--- config.mk ---
export PLATFORM = sky130hd
export DESIGN_NAME = dmem_access_seq
export DESIGN_NICKNAME = d
export VERILOG_FILES = /design/src/rtl/dmem_pkg.sv /design/src/rtl/dmem_load_merge.sv /design/src/rtl/dmem_access_seq.sv
export SDC_FILE = /design/constraint.sdc
export NUM_CORES = 1
export LEC_CHECK = 0
export ABC_AREA = 0
export ABC_CLOCK_PERIOD_IN_PS = 4150
export CAP_MARGIN = 20
export CORE_MARGIN = 2
export CORE_UTILIZATION = 50
export DETAILED_ROUTE_END_ITERATION = 10
export PLACE_DENSITY = 0.82
export SLEW_MARGIN = 20
export SYNTH_ARGS = -nofsm -noshare
export SYNTH_HDL_FRONTEND = slang
export SYNTH_SLANG_ARGS = --single-unit
--- constraint.sdc ---
create_clock -name clk -period 4.15 [get_ports clk]
set_input_delay 0.83 -clock clk [delete_from_list [all_inputs] [get_ports clk]]
set_output_delay 0.83 -clock clk [all_outputs]
set_load 0.01 [all_outputs]
--- src/rtl/dmem_pkg.sv ---
// Shared definitions for the data-memory access sequencer: RV32I load/store
// funct3 codes, the sequencer state encoding and alignment/legality helpers.
package dmem_pkg;

    localparam logic [2:0] F3_B  = 3'b000;
    localparam logic [2:0] F3_H  = 3'b001;
    localparam logic [2:0] F3_W  = 3'b010;
    localparam logic [2:0] F3_BU = 3'b100;
    localparam logic [2:0] F3_HU = 3'b101;

    typedef enum logic [2:0] {
        S_IDLE  = 3'd0,
        S_LD_LO = 3'd1,
        S_LD_HI = 3'd2,
        S_ST    = 3'd3,
        S_RESP  = 3'd4
    } state_t;

    // Halfwords only need an even address; words need a 4-byte boundary.
    function automatic logic is_misaligned(input logic [2:0] funct3, input logic [1:0] addr_lo);
        case (funct3)
            F3_H, F3_HU: return addr_lo[0];
            F3_W:        return (addr_lo != 2'b00);
            default:     return 1'b0;
        endcase
    endfunction

    function automatic logic is_legal(input logic we, input logic [2:0] funct3);
        if (we) begin
            return (funct3 == F3_B) || (funct3 == F3_H) || (funct3 == F3_W);
        end
        return (funct3 == F3_B) || (funct3 == F3_H) || (funct3 == F3_W) ||
               (funct3 == F3_BU) || (funct3 == F3_HU);
    endfunction

    // Index of the final byte beat of a split store (sh: 2 beats, sw: 4 beats).
    function automatic logic [1:0] last_beat(input logic [2:0] funct3);
        case (funct3)
            F3_H:    return 2'd1;
            F3_W:    return 2'd3;
            default: return 2'd0;
        endcase
    endfunction

endpackage

--- src/rtl/dmem_load_merge.sv ---
// Combinational load merge: shifts the {hi,lo} word pair right by the byte
// offset, then truncates and sign/zero-extends according to funct3.
// The aligned path feeds hi=0 and offset 0, so only the extension applies.
module dmem_load_merge
    import dmem_pkg::*;
(
    input  logic [2:0]  i_funct3,
    input  logic [1:0]  i_off,
    input  logic [31:0] i_lo,
    input  logic [31:0] i_hi,
    output logic [31:0] o_data
);

    logic [63:0] w_pair;
    logic [63:0] w_shifted;

    assign w_pair    = {i_hi, i_lo};
    assign w_shifted = w_pair >> {i_off, 3'b000};

    // Select width and extension from the request funct3.
    always_comb begin
        o_data = 32'd0;
        case (i_funct3)
            F3_B:    o_data = {{24{w_shifted[7]}},  w_shifted[7:0]};
            F3_BU:   o_data = {24'd0,               w_shifted[7:0]};
            F3_H:    o_data = {{16{w_shifted[15]}}, w_shifted[15:0]};
            F3_HU:   o_data = {16'd0,               w_shifted[15:0]};
            F3_W:    o_data = w_shifted[31:0];
            default: o_data = 32'd0;
        endcase
    end

endmodule

--- src/rtl/dmem_access_seq.sv ---
// Access sequencer between the load/store stage and a byte-addressable data
// memory. Aligned accesses go through as one memory access; misaligned loads
// are split into two aligned word reads and merged, misaligned stores become
// a run of byte stores.
// Optional build macro DMEM_MISALIGN_TRAP_EN: misaligned requests are instead
// answered immediately with resp_err=1 and never touch memory.
module dmem_access_seq
    import dmem_pkg::*;
#(
    parameter int DATA_WIDTH = 32,
    parameter int ADDR_WIDTH = 32
) (
    input  logic                  clk,
    input  logic                  rst_n,
    input  logic                  req_valid,
    output logic                  req_ready,
    input  logic                  req_we,
    input  logic [2:0]            req_funct3,
    input  logic [ADDR_WIDTH-1:0] req_addr,
    input  logic [DATA_WIDTH-1:0] req_wdata,
    output logic                  resp_valid,
    output logic [DATA_WIDTH-1:0] resp_rdata,
    output logic                  resp_err,
    output logic                  busy,
    output logic                  mem_wr_en,
    output logic [2:0]            mem_funct3,
    output logic [ADDR_WIDTH-1:0] mem_addr,
    output logic [DATA_WIDTH-1:0] mem_wr_data,
    input  logic [DATA_WIDTH-1:0] mem_rd_data
);

    state_t                r_state;
    state_t                w_state_next;
    logic [2:0]            r_funct3;
    logic [ADDR_WIDTH-1:0] r_addr;
    logic [DATA_WIDTH-1:0] r_wdata;
    logic                  r_misal;
    logic [1:0]            r_cnt;
    logic [1:0]            r_last;
    logic [DATA_WIDTH-1:0] r_lo;
    logic [DATA_WIDTH-1:0] r_rdata;
    logic                  r_err;

    logic                  w_misal_in;
    logic                  w_legal_in;
    logic [ADDR_WIDTH-1:0] w_base;
    logic [7:0]            w_byte;
    logic [1:0]            w_mrg_off;
    logic [DATA_WIDTH-1:0] w_mrg_lo;
    logic [DATA_WIDTH-1:0] w_mrg_hi;
    logic [DATA_WIDTH-1:0] w_merged;

    assign w_misal_in = is_misaligned(req_funct3, req_addr[1:0]);
    assign w_legal_in = is_legal(req_we, req_funct3);
    assign w_base     = {r_addr[ADDR_WIDTH-1:2], 2'b00};
    assign w_byte     = r_wdata[{r_cnt, 3'b000} +: 8];

    assign req_ready  = (r_state == S_IDLE);
    assign busy       = (r_state != S_IDLE);
    assign resp_valid = (r_state == S_RESP);
    assign resp_rdata = r_rdata;
    assign resp_err   = r_err;

    // The second read of a split load merges the saved low word with the
    // current read; every other capture is a single word with no shift.
    assign w_mrg_lo  = (r_state == S_LD_HI) ? r_lo        : mem_rd_data;
    assign w_mrg_hi  = (r_state == S_LD_HI) ? mem_rd_data : '0;
    assign w_mrg_off = (r_state == S_LD_HI) ? r_addr[1:0] : 2'b00;

    dmem_load_merge u_merge (
        .i_funct3 (r_funct3),
        .i_off    (w_mrg_off),
        .i_lo     (w_mrg_lo),
        .i_hi     (w_mrg_hi),
        .o_data   (w_merged)
    );

    // Next-state selection.
    always_comb begin
        w_state_next = r_state;
        case (r_state)
            S_IDLE: begin
                if (req_valid) begin
                    if (!w_legal_in) begin
                        w_state_next = S_RESP;
`ifdef DMEM_MISALIGN_TRAP_EN
                    end else if (w_misal_in) begin
                        w_state_next = S_RESP;
`endif
                    end else if (req_we) begin
                        w_state_next = S_ST;
                    end else begin
                        w_state_next = S_LD_LO;
                    end
                end
            end
`ifdef DMEM_MISALIGN_TRAP_EN
            S_LD_LO: w_state_next = S_RESP;
            S_ST:    w_state_next = S_RESP;
`else
            S_LD_LO: w_state_next = r_misal ? S_LD_HI : S_RESP;
            S_LD_HI: w_state_next = S_RESP;
            S_ST:    w_state_next = (!r_misal || (r_cnt == r_last)) ? S_RESP : S_ST;
`endif
            S_RESP:  w_state_next = S_IDLE;
            default: w_state_next = S_IDLE;
        endcase
    end

    // Memory-side outputs; all come from registered request fields.
    // The write enable is gated by rst_n so an abort suppresses the beat
    // that is in flight at the reset edge.
    always_comb begin
        mem_wr_en   = 1'b0;
        mem_funct3  = F3_W;
        mem_addr    = '0;
        mem_wr_data = '0;
        case (r_state)
            S_LD_LO: begin
                if (r_misal) begin
                    mem_funct3 = F3_W;
                    mem_addr   = w_base;
                end else begin
                    mem_funct3 = r_funct3;
                    mem_addr   = r_addr;
                end
            end
`ifndef DMEM_MISALIGN_TRAP_EN
            S_LD_HI: begin
                mem_funct3 = F3_W;
                mem_addr   = w_base + ADDR_WIDTH'(4);
            end
`endif
            S_ST: begin
                mem_wr_en = rst_n;
                if (r_misal) begin
                    mem_funct3  = F3_B;
                    mem_addr    = r_addr + ADDR_WIDTH'(r_cnt);
                    mem_wr_data = {{(DATA_WIDTH-8){1'b0}}, w_byte};
                end else begin
                    mem_funct3  = r_funct3;
                    mem_addr    = r_addr;
                    mem_wr_data = r_wdata;
                end
            end
            default: ;
        endcase
    end

    // State register, request capture, beat counter and response registers.
    always_ff @(posedge clk) begin
        if (!rst_n) begin
            r_state  <= S_IDLE;
            r_funct3 <= 3'b000;
            r_addr   <= '0;
            r_wdata  <= '0;
            r_misal  <= 1'b0;
            r_cnt    <= 2'd0;
            r_last   <= 2'd0;
            r_lo     <= '0;
            r_rdata  <= '0;
            r_err    <= 1'b0;
        end else begin
            r_state <= w_state_next;
            case (r_state)
                S_IDLE: begin
                    if (req_valid) begin
                        r_funct3 <= req_funct3;
                        r_addr   <= req_addr;
                        r_wdata  <= req_wdata;
                        r_misal  <= w_misal_in;
                        r_last   <= last_beat(req_funct3);
                        r_cnt    <= 2'd0;
                        if (w_state_next == S_RESP) begin
                            r_rdata <= '0;
                            r_err   <= 1'b1;
                        end
                    end
                end
                S_LD_LO: begin
                    r_lo <= mem_rd_data;
                    if (w_state_next == S_RESP) begin
                        r_rdata <= w_merged;
                        r_err   <= 1'b0;
                    end
                end
                S_LD_HI: begin
                    r_rdata <= w_merged;
                    r_err   <= 1'b0;
                end
                S_ST: begin
                    r_cnt <= r_cnt + 2'd1;
                    if (w_state_next == S_RESP) begin
                        r_rdata <= '0;
                        r_err   <= 1'b0;
                    end
                end
                default: ;
            endcase
        end
    end

endmodule
==> metrics.md, run 1 <==
| Metric | Value |
|---|---|
| Status | `finished clean` |
| Synthesized area | `about 8000 um2` |
| Hold_buf cts | `0` |
| Drt first-iter violations | `between 700 and 800` |
| R2R Path Start | `r_state[0]` |
| Post-Route WL | `24200 um` |
| R2R setup slack | `1.37 ns` |
| Final hold viol count | `0` |
| Synth warn | `0` |
| Relative slew slack | `0.385` |
| Fraction of layout cells with a size suffix above 1 | `0.0925` |
| CP max-delay cell | `nor4_1` |
| WP buf/inv | `1` |
| CTS HTree Levels | `4` |
| Power share of the combinational group | `0.167` |
| Max IR drop VDD | `0.322 mV` |
| Vias | `7888` |
| Gpl congestion | `0.933` |
| Vias in the first global route | `7271` |
| Worst R2R Path Depth | `7` |
| Clock Tree Buf Depth | `2` |
| Pwr per Cell Area | `332 nW/um2` |
| Final slew viol count | `0` |
| Fmax | `approximately 250 MHz` |
| Pin count of the biggest net entering global routing | `111` |
| Final design utilization | `0.682` |
| Slowest cell delay on critical path | `0.65 ns` |
| Core area | `~16000 um2` |
| Synth Net Count | `1067` |
| Clk_skew | `0.00856 ns` |
| Drt wl/cell | `17.7 um` |
| Initial Utilization | `0.508` |
| Final Cycle Share | `0.960` |
| Seq/Total Area, Yosys | `0.351` |
| CTS root buf | `clkbuf_16` |
| Setup TNS | `0 ns` |
| Max Cap Viol | `0` |
| Switching portion of total power | `0.284` |
| Internal Power | `2.55 mW` |
| Number of synthesized register bits | `140` |
| Hold path cells | `2` |
| Clk Latency, worst-skew pair | `0.43 ns` |
| I/O Pins | `207` |
| Port bufs | `206` |
| Worst-path clk slew | `0.06 ns` |
| Initial antenna violation count | `0` |
| Sequential Power Share | `0.424` |
| Tightest Hold Check Type | `flop to flop` |
| CP delay by family, top | `simple AND/OR/NAND/NOR gates` |
| RSZ-0062 raised after global routing | `no` |
| Die height | `130 um` |
| P_sw | `1.01 mW` |
| Remaining antenna violation count after routing | `0` |
| Worst Max-Slew Pin Slew | `roughly 0.9 ns` |
| Final setup vio count | `0` |
| Worst hold endpoint | `r_wdata[4]` |
| FILL cells | `1264` |
| Placed wire-length estimate | `around 17000 um` |
| Worst Min Path Start | `r_wdata[4]` |
| Post-synth cell types | `56` |
| N_diodes | `0` |
| Worst setup SP type | `flop` |
| Worst Path Required | `3.32 ns` |
| Lkg Pwr | `between 3 and 4 nW` |
| Cell Chain, Critical Path | `nand3_1, nor4_1, nand4_1, or3_1, a31oi_1, clkdlybuf4s50_1` |
| Most frequent cells in the layout | `nand2_1 (236), clkdlybuf4s50_1 (205), dfxtp_1 (139)` |
| Fraction of registers with async set/reset | `0` |
| Die area | `17000 um2` |
| Critical path type | `flop to primary output` |
| Commonest non-fill, non-tap cell in the layout | `nand2_1` |
| Die width | `about 130 um` |
| Crit Path Max Fanout | `6` |
| First-pass GRT wire length | `approximately 38000 um` |
| Reg2reg end | `resp_rdata[30]` |
| # DRC | `0` |
| CTS tree | `built` |
| Clock share of power | `0.409` |
| Num rows | `46` |
| Post-Syn Instances | `960` |
| Nets | `1240` |
| Sink Count | `140` |
| GRT overflow | `0` |
| Tot GR Track Use | `0.288` |
| Cell Area, Placed | `10100 um2` |
| Initial DRT Pass Iterations | `6` |
| Post-synth EDFFs | `0` |
| Ys flop type | `dfxtp_1` |
| Post-route minimum period | `3.98 ns` |
| Critical path data arrival time | `3.15 ns` |
| Area growth from synthesis to layout | `34.4%` |
| WHS | `between 0.4 and 0.5 ns` |
| CTS buffer count | `17` |
| CP Capture Type | `primary output` |
| Layout Cell Area excl Fill | `10700 um2` |
| Average cell area after synthesis | `between 8 and 9 um2` |
| DR vias/cell | `~5.8` |
-- power by group through the flow --
stage / sequential (mW) / clock, mW / combinational (mW)
6_report: 1.51 / 1.46 / 0.595
3_5_place_dp: 1.53 / 0 / 0.588
3_3_place_gp: 1.53 / 0 / 0.575
4_1_cts: 1.51 / 1.46 / 0.591
5_1_grt: 1.52 / 1.52 / 0.653
2_1_floorplan: 1.50 / 0 / 0.370
-- area by class of cell --
cell class | instances | area (um2) | share of cell area
clock buffer | 19 | 443 | 0.0413
sequential | 140 | 2800 | 0.262
inverter | 15 | 56.3 | 0.00525
multi-input combinational | 733 | 4820 | 0.450
timing repair buffer | 226 | 2210 | 0.206
tap | 216 | 270 | 0.0252
clock inverter | 13 | 118 | 0.0110
-- cell families (layout without fill, tap and decap cells) --
logic type | count (synthesis) | after routing | share of synthesized area
fa+ha+maj | 4 | 4 | 0.00722
simple gates | 376 | 376 | 0.213
flops | 140 | 140 | 0.351
buf+inv | 87 | 273 | 0.0474
xor+xnor | 6 | 6 | 0.00659
compound gates | 275 | 275 | 0.232
mux | 72 | 72 | 0.142
-- metal layers --
layer / wire (um) / vias up / GRT usage
li1: - / 3740 / -
met1: 10300 / 3766 / 0.400
met2: 11200 / 339 / 0.444
met3: 2190 / 43 / 0.0746
met4: 465 / 0 / 0.0816
met5: 0 / - / 0
-- timing repair --
item                                    4_1_cts  5_1_grt
endpoints found under the setup margin        0        3
setup buffers                                 0        3
gates resized for setup                       0        1
-- stage by stage --
step,instances,total power [mW],setup WS (ns)
global route,1362,3.70,0.0269
floorplan,960,1.87,0.674
global placement,1327,2.11,0.685
finish,1362,3.56,0.165
CTS,1359,3.56,0.182
detailed placement,1327,2.12,0.648
-- registers in the layout, indices dropped and copies added (netlist names) --
| name | flops |
|---|---|
| resp_rdata | 32 |
| r_funct3 | 3 |
| r_cnt | 2 |
| r_last | 2 |
| resp_err | 1 |
| r_lo | 32 |
| r_state | 3 |
| r_wdata | 32 |
| r_misal | 1 |
| r_addr | 32 |
-- synth_stat cells, types with 3 or more instances --
cell type	number	area, um2
nor2_1	31	116
nand2_1	238	893
buf_2	26	130
o21ai_0	54	270
inv_1	14	52.6
ha_1	3	37.5
nor3_1	7	35.0
a31oi_1	9	56.3
and3_1	11	68.8
a21boi_0	101	758
xnor2_1	4	35.0
a21oi_1	37	185
mux2i_1	33	330
and2_1	31	194
dfxtp_1	140	2800
o41ai_1	4	35.0
nand3b_1	3	22.5
clkbuf_1	40	150
mux4_2	32	721
nor2b_1	6	37.5
a21o_1	5	37.5
nand4_1	6	37.5
o31ai_1	3	22.5
nand2b_1	8	50.1
o22ai_1	3	18.8
a22o_1	32	280
mux2_2	7	78.8
buf_1	3	11.3
nand3_1	14	70.1
or3_1	11	68.8
o21ai_1	12	60.1
-- how the worst max path moves through the flow --
stage / from / endpoint / slack (ns) / cells past startpoint
after floorplan: r_addr[1] / mem_addr[4] / 0.67 / 9
after global routing: r_addr[20] / mem_addr[29] / 0.03 / 6
after CTS: r_addr[6] / mem_addr[27] / 0.18 / 6
after detailed placement: r_addr[6] / mem_addr[27] / 0.65 / 6
final: r_addr[20] / mem_addr[29] / 0.17 / 6
after global placement: r_addr[14] / mem_addr[27] / 0.68 / 6
-- worst reg2reg max path, delay by kind of cell (launching register included) --
kind | cells | cell delay, ns
AO/OA/AOI/OAI | 3 | 0.75
multiplexers | 1 | 0.45
buffers and inverters | 2 | 0.71
AND/OR/NAND/NOR | 1 | 0.13
flip-flops | 1 | 0.63
No activity file was read; power rests on OpenSTA's default activity.
==> inputs of run 2 (changes only) <==
--- a/config.mk
+++ b/config.mk
@@ -6,12 +6,12 @@
 export NUM_CORES = 1
 export LEC_CHECK = 0
 export ABC_AREA = 0
-export ABC_CLOCK_PERIOD_IN_PS = 4150
+export ABC_CLOCK_PERIOD_IN_PS = 3400
 export CAP_MARGIN = 20
 export CORE_MARGIN = 2
-export CORE_UTILIZATION = 50
+export CORE_UTILIZATION = 45
 export DETAILED_ROUTE_END_ITERATION = 10
-export PLACE_DENSITY = 0.82
+export PLACE_DENSITY = 0.78
 export SLEW_MARGIN = 20
 export SYNTH_ARGS = -nofsm -noshare
 export SYNTH_HDL_FRONTEND = slang
==> constraint.sdc (replaced) <==
create_clock -name clk -period 3.4 [get_ports clk]
set_input_delay 0.68 -clock clk [delete_from_list [all_inputs] [get_ports clk]]
set_output_delay 0.68 -clock clk [all_outputs]
set_load 0.01 [all_outputs]
==> metrics.md, run 2 (synthesized netlist as in run 1, its figures left out) <==
| Metric | Value |
|---|---|
| Num rows | `48` |
| RSZ-0062 raised after global routing | `yes` |
| Clk_skew | `0.0126 ns` |
| # DRC | `0` |
| Worst setup SP type | `flop` |
| Vias in the first global route | `roughly 7600` |
| Initial antenna violation count | `0` |
| Initial DRT Pass Iterations | `5` |
| Clk Latency, worst-skew pair | `0.42 ns` |
| Final setup vio count | `0` |
| Fraction of layout cells with a size suffix above 1 | `0.126` |
| Tightest Hold Check Type | `flop to flop` |
| Die height | `137 um` |
| Final Cycle Share | `0.957` |
| Area growth from synthesis to layout | `37.7%` |
| Gpl congestion | `0.931` |
| Layout Cell Area excl Fill | `11000 um2` |
| FILL cells | `1479` |
| Max Cap Viol | `0` |
| N_diodes | `0` |
| Worst-path clk slew | `~0.060 ns` |
| CTS root buf | `clkbuf_16` |
| DR vias/cell | `5.70` |
| First-pass GRT wire length | `39500 um` |
| Lkg Pwr | `4.30 nW` |
| Sink Count | `140` |
| Drt first-iter violations | `roughly 700` |
| Worst Path Required | `2.72 ns` |
| Multi-input gate area | `4890 um2` |
| Final hold viol count | `0` |
| Critical path type | `flop to primary output` |
| Core area | `17300 um2` |
| Pwr per Cell Area | `405 nW/um2` |
| Register area | `2820 um2` |
| Final slew viol count | `0` |
| Drt wl/cell | `17.8 um` |
| Cell Area, Placed | `10300 um2` |
| Tot GR Track Use | `0.267` |
| Clock Tree Buf Depth | `2` |
| Max IR drop VDD | `0.457 mV` |
| CTS tree | `built` |
| Relative slew slack | `0.366` |
| Crit Path Max Fanout | `13` |
| Post-Route WL | `24700 um` |
| Post-route minimum period | `between 3 and 4 ns` |
| Vias | `between 7000 and 8000` |
| Die area | `18800 um2` |
| Port bufs | `roughly 200` |
| GRT overflow | `0` |
| Commonest non-fill, non-tap cell in the layout | `nand2_1` |
| Hold_buf cts | `0` |
| Pin count of the biggest net entering global routing | `about 110` |
| Fmax | `307 MHz` |
| I/O Pins | `207` |
| CTS HTree Levels | `4` |
| Status | `finished clean` |
| CTS buffer count | `17` |
| Most frequent cells in the layout | `nand2_1 (236), clkdlybuf4s50_1 (178), dfxtp_1 (129)` |
| Worst Max-Slew Pin Slew | `between 0.9 and 1 ns` |
| Initial Utilization | `0.461` |
| Die width | `137 um` |
| Critical path data arrival time | `about 2.6 ns` |
| Nets | `1258` |
| CP Capture Type | `primary output` |
| WHS | `0.469 ns` |
| Remaining antenna violation count after routing | `0` |
| Placed wire-length estimate | `between 15000 and 20000 um` |
[run 2: worst max-delay path, cell delays in order, from the launching register on]
cell and delay (ns):
dfxtp_1 0.36, buf_8 0.18, ha_1 0.25, a21o_1 0.22, and2_2 0.23, o21ai_0 0.15, a21oi_1 0.11, nor2_1 0.10
clkdlybuf4s50_1 0.54
[run 2: worst paths after layout]
| check | to | slack [ns] | start | cells past startpoint |
|---|---|---|---|---|
| worst max-delay path | mem_addr[5] | 0.15 | r_cnt[1] | 8 |
| worst max register to register | resp_rdata[30] | 0.87 | r_addr[0] | 6 |
| worst min-delay path | r_wdata[6] | 0.47 | r_wdata[6] | 2 |
| worst min register to register | r_wdata[6] | 0.47 | r_wdata[6] | 2 |
[run 2: per-layer routing]
layer / track usage / part of all wire
met1: 0.357 / 0.42
met3: 0.0778 / 0.088
met2: 0.413 / 0.46
met5: 0 / 0
met4: 0.0945 / 0.026
[run 2: layout make-up]
cell class	count	share of cell area
Clock buffer	22	0.0432
Clock inverter	9	0.0101
Inverter	15	0.00513
Multi-Input combinational cell	733	0.445
Sequential cell	140	0.256
Tap cell	225	0.0256
Timing Repair Buffer	244	0.214
[run 2: repair_timing]
action / 4_1_cts / 5_1_grt
endpoints found under the setup margin: 24 / 24
pin swaps: 5 / 4
buffers inserted: 4 / 1
cloned: 0 / 0
resized for setup: 35 / 27
endpoints found under the hold margin: 0 / 0
[run 2: metrics by stage]
stage	TNS, ns	total power, mW	setup WS, ns	instances	utilization
floorplan	0	2.28	0.0740	960	-
finish	0	4.45	0.147	1388	0.635
detailed placement	0	2.61	0.129	1352	0.593
global placement	0	2.59	0.179	1351	0.592
CTS	-0.00669	4.46	-0.00669	1387	0.631
global route	-0.0123	4.63	-0.0113	1388	0.635
[run 2: power by group]
part / leakage (nW) / switching (mW) / total [mW] / internal [mW]
sequential: 1.15 / 0.0868 / 1.82 / 1.74
combinational: 2.87 / 0.404 / 0.764 / 0.360
clock: 0.283 / 0.722 / 1.86 / 1.14
==> inputs of run 3 (changes only) <==
--- a/config.mk
+++ b/config.mk
@@ -6,12 +6,13 @@
 export NUM_CORES = 1
 export LEC_CHECK = 0
 export ABC_AREA = 0
-export ABC_CLOCK_PERIOD_IN_PS = 3400
+export ABC_CLOCK_PERIOD_IN_PS = 3900
 export CAP_MARGIN = 20
 export CORE_MARGIN = 2
-export CORE_UTILIZATION = 45
+export CORE_UTILIZATION = 54
 export DETAILED_ROUTE_END_ITERATION = 10
-export PLACE_DENSITY = 0.78
+export PLACE_DENSITY = 0.87
+export RECOVER_POWER = 100
 export SLEW_MARGIN = 20
 export SYNTH_ARGS = -nofsm -noshare
 export SYNTH_HDL_FRONTEND = slang
==> constraint.sdc (replaced) <==
create_clock -name clk -period 3.9 [get_ports clk]
set_input_delay 0.78 -clock clk [delete_from_list [all_inputs] [get_ports clk]]
set_output_delay 0.78 -clock clk [all_outputs]
set_load 0.01 [all_outputs]
==> metrics.md, run 3 (synthesized netlist as in run 1, its figures left out) <==
| Metric | Value |
|---|---|
| Gpl congestion | `0.912` |
| Worst Max-Slew Pin Slew | `between 1.5 and 2 ns` |
| Drt wl/cell | `18.4 um` |
| I/O Pins | `207` |
| Final setup vio count | `0` |
| Power share of the combinational group | `0.161` |
| DR vias/cell | `6.01` |
| Initial antenna violation count | `2` |
| CTS buffer count | `17` |
| # DRC | `0` |
| Die area | `approximately 16000 um2` |
| Fmax | `between 200 and 300 MHz` |
| Vias | `8011` |
| Max Cap Viol | `2` |
| Worst-path clk slew | `0.06 ns` |
| CTS HTree Levels | `4` |
| Worst setup SP type | `flop` |
| CP Capture Type | `primary output` |
| Final Cycle Share | `0.969` |
| Total power | `3.98 mW` |
| Port bufs | `206` |
| WHS | `about 0.47 ns` |
| Relative slew slack | `-0.110` |
| Max IR drop VDD | `~0.36 mV` |
| Placed wire-length estimate | `between 15000 and 20000 um` |
| Nets | `between 1000 and 1500` |
| P_sw | `about 1.1 mW` |
| Clock share of power | `0.436` |
| Commonest non-fill, non-tap cell in the layout | `nand2_1` |
| Drt first-iter violations | `698` |
| WP buf/inv | `3` |
| Crit Path Max Fanout | `17` |
| Clk Latency, worst-skew pair | `approximately 0.44 ns` |
| Worst Path Required | `3.12 ns` |
| Die height | `approximately 130 um` |
| Remaining antenna violation count after routing | `0` |
| CP delay by family, top | `buffers and inverters` |
| Final hold viol count | `0` |
| Post-Route WL | `24500 um` |
| CTS tree | `built` |
| Final slew viol count | `65` |
| FILL cells | `between 1000 and 1500` |
| Fraction of layout cells with a size suffix above 1 | `0.0959` |
| Pin count of the biggest net entering global routing | `111` |
| Setup TNS | `0 ns` |
| Tightest Hold Check Type | `flop to flop` |
| Vias in the first global route | `7572` |
| CP max-delay cell | `dfxtp_1` |
| Failing checks | `max-capacitance violations, max-slew violations` |
| Status | `complete, but fails checks` |
| Initial DRT Pass Iterations | `5` |
| Clk_skew | `0.00808 ns` |
| Sink Count | `140` |
| GRT overflow | `0` |
| Critical path type | `flop to primary output` |
| Cell Chain, Critical Path | `clkinv_1, nand2_1, buf_4, a21oi_1, o21ai_0, o31ai_1, clkdlybuf4s50_1` |
| Most frequent cells in the layout | `nand2_1 (237), clkdlybuf4s50_1 (144), dfxtp_1 (138)` |
| Critical path data arrival time | `roughly 3.0 ns` |
| Num rows | `44` |
| Tot GR Track Use | `0.310` |
| Switching portion of total power | `0.275` |
| Die width | `126 um` |
| Hold_buf cts | `0` |
| Initial Utilization | `0.551` |
| Clock Tree Buf Depth | `2` |
| Pwr per Cell Area | `about 370 nW/um2` |
| First-pass GRT wire length | `39500 um` |
| CTS root buf | `clkbuf_16` |
| Post-route minimum period | `3.78 ns` |
| Sequential Power Share | `0.403` |
| Slowest cell delay on critical path | `0.71 ns` |
| Area growth from synthesis to layout | `35.2%` |
| Lkg Pwr | `approximately 4.2 nW` |
| Internal Power | `2.88 mW` |
| Core area | `14500 um2` |
run 3: metrics by stage:
stage | setup slack (ns) | instances | util | instance area, um2
global route | -0.0178 | 1333 | 0.745 | 10800
finish | 0.121 | 1333 | 0.745 | 10800
detailed placement | 0.461 | 1299 | 0.699 | 10100
floorplan | 0.474 | 960 | - | 7980
CTS | 0.0119 | 1330 | 0.742 | 10700
global placement | 0.508 | 1299 | 0.699 | 10100
run 3: metal layers:
metal | global-route usage | up-vias | share of wire
met1 | 0.414 | 3785 | 0.41
met4 | 0.138 | 0 | 0.036
met5 | 0 | - | 0
met2 | 0.475 | 397 | 0.46
met3 | 0.0779 | 70 | 0.096
li1 | - | 3759 | -
run 3: cell type report:
cell class,instances,area [um2],share of cell area
multi-input combinational,733,4850,0.450
sequential,140,2810,0.260
timing repair buffer,228,2210,0.205
clock buffer,17,425,0.0395
tap,184,230,0.0214
clock inverter,14,193,0.0179
inverter,15,56.3,0.00522
antenna,2,5.00,0.000464
run 3: repair_timing:
| action | CTS | global route |
|---|---|---|
| gates resized for setup | 0 | 12 |
| setup buffers | 0 | 1 |
| setup endpoints to repair | 1 | 14 |
| pin swaps | 1 | 1 |
run 3: power by group through the flow:
stage / logic (mW) / registers (mW) / clock network (mW)
CTS: 0.639 / 1.60 / 1.74
finish: 0.638 / 1.60 / 1.73
global route: 0.699 / 1.61 / 1.80
global placement: 0.617 / 1.63 / 0
detailed placement: 0.632 / 1.63 / 0
floorplan: 0.394 / 1.59 / 0
run 3: path summary, 6_finish.rpt:
path / from / endpoint / slack [ns] / cells past startpoint
worst max-delay path: r_state[2] / mem_addr[15] / 0.12 / 7
worst min-delay path: r_wdata[4] / r_wdata[4] / 0.47 / 2
worst max register to register: r_state[1] / r_addr[5] / 0.43 / 6
worst min register to register: r_wdata[4] / r_wdata[4] / 0.47 / 2
run 3: worst register-to-register path, stage by stage (launching register included):
cell      delay, ns
dfxtp_1        0.42
clkbuf_1       0.29
nor3_1         0.47
and2_0         1.31
clkbuf_2       0.60
nand2_1        0.14
a21boi_0       0.16
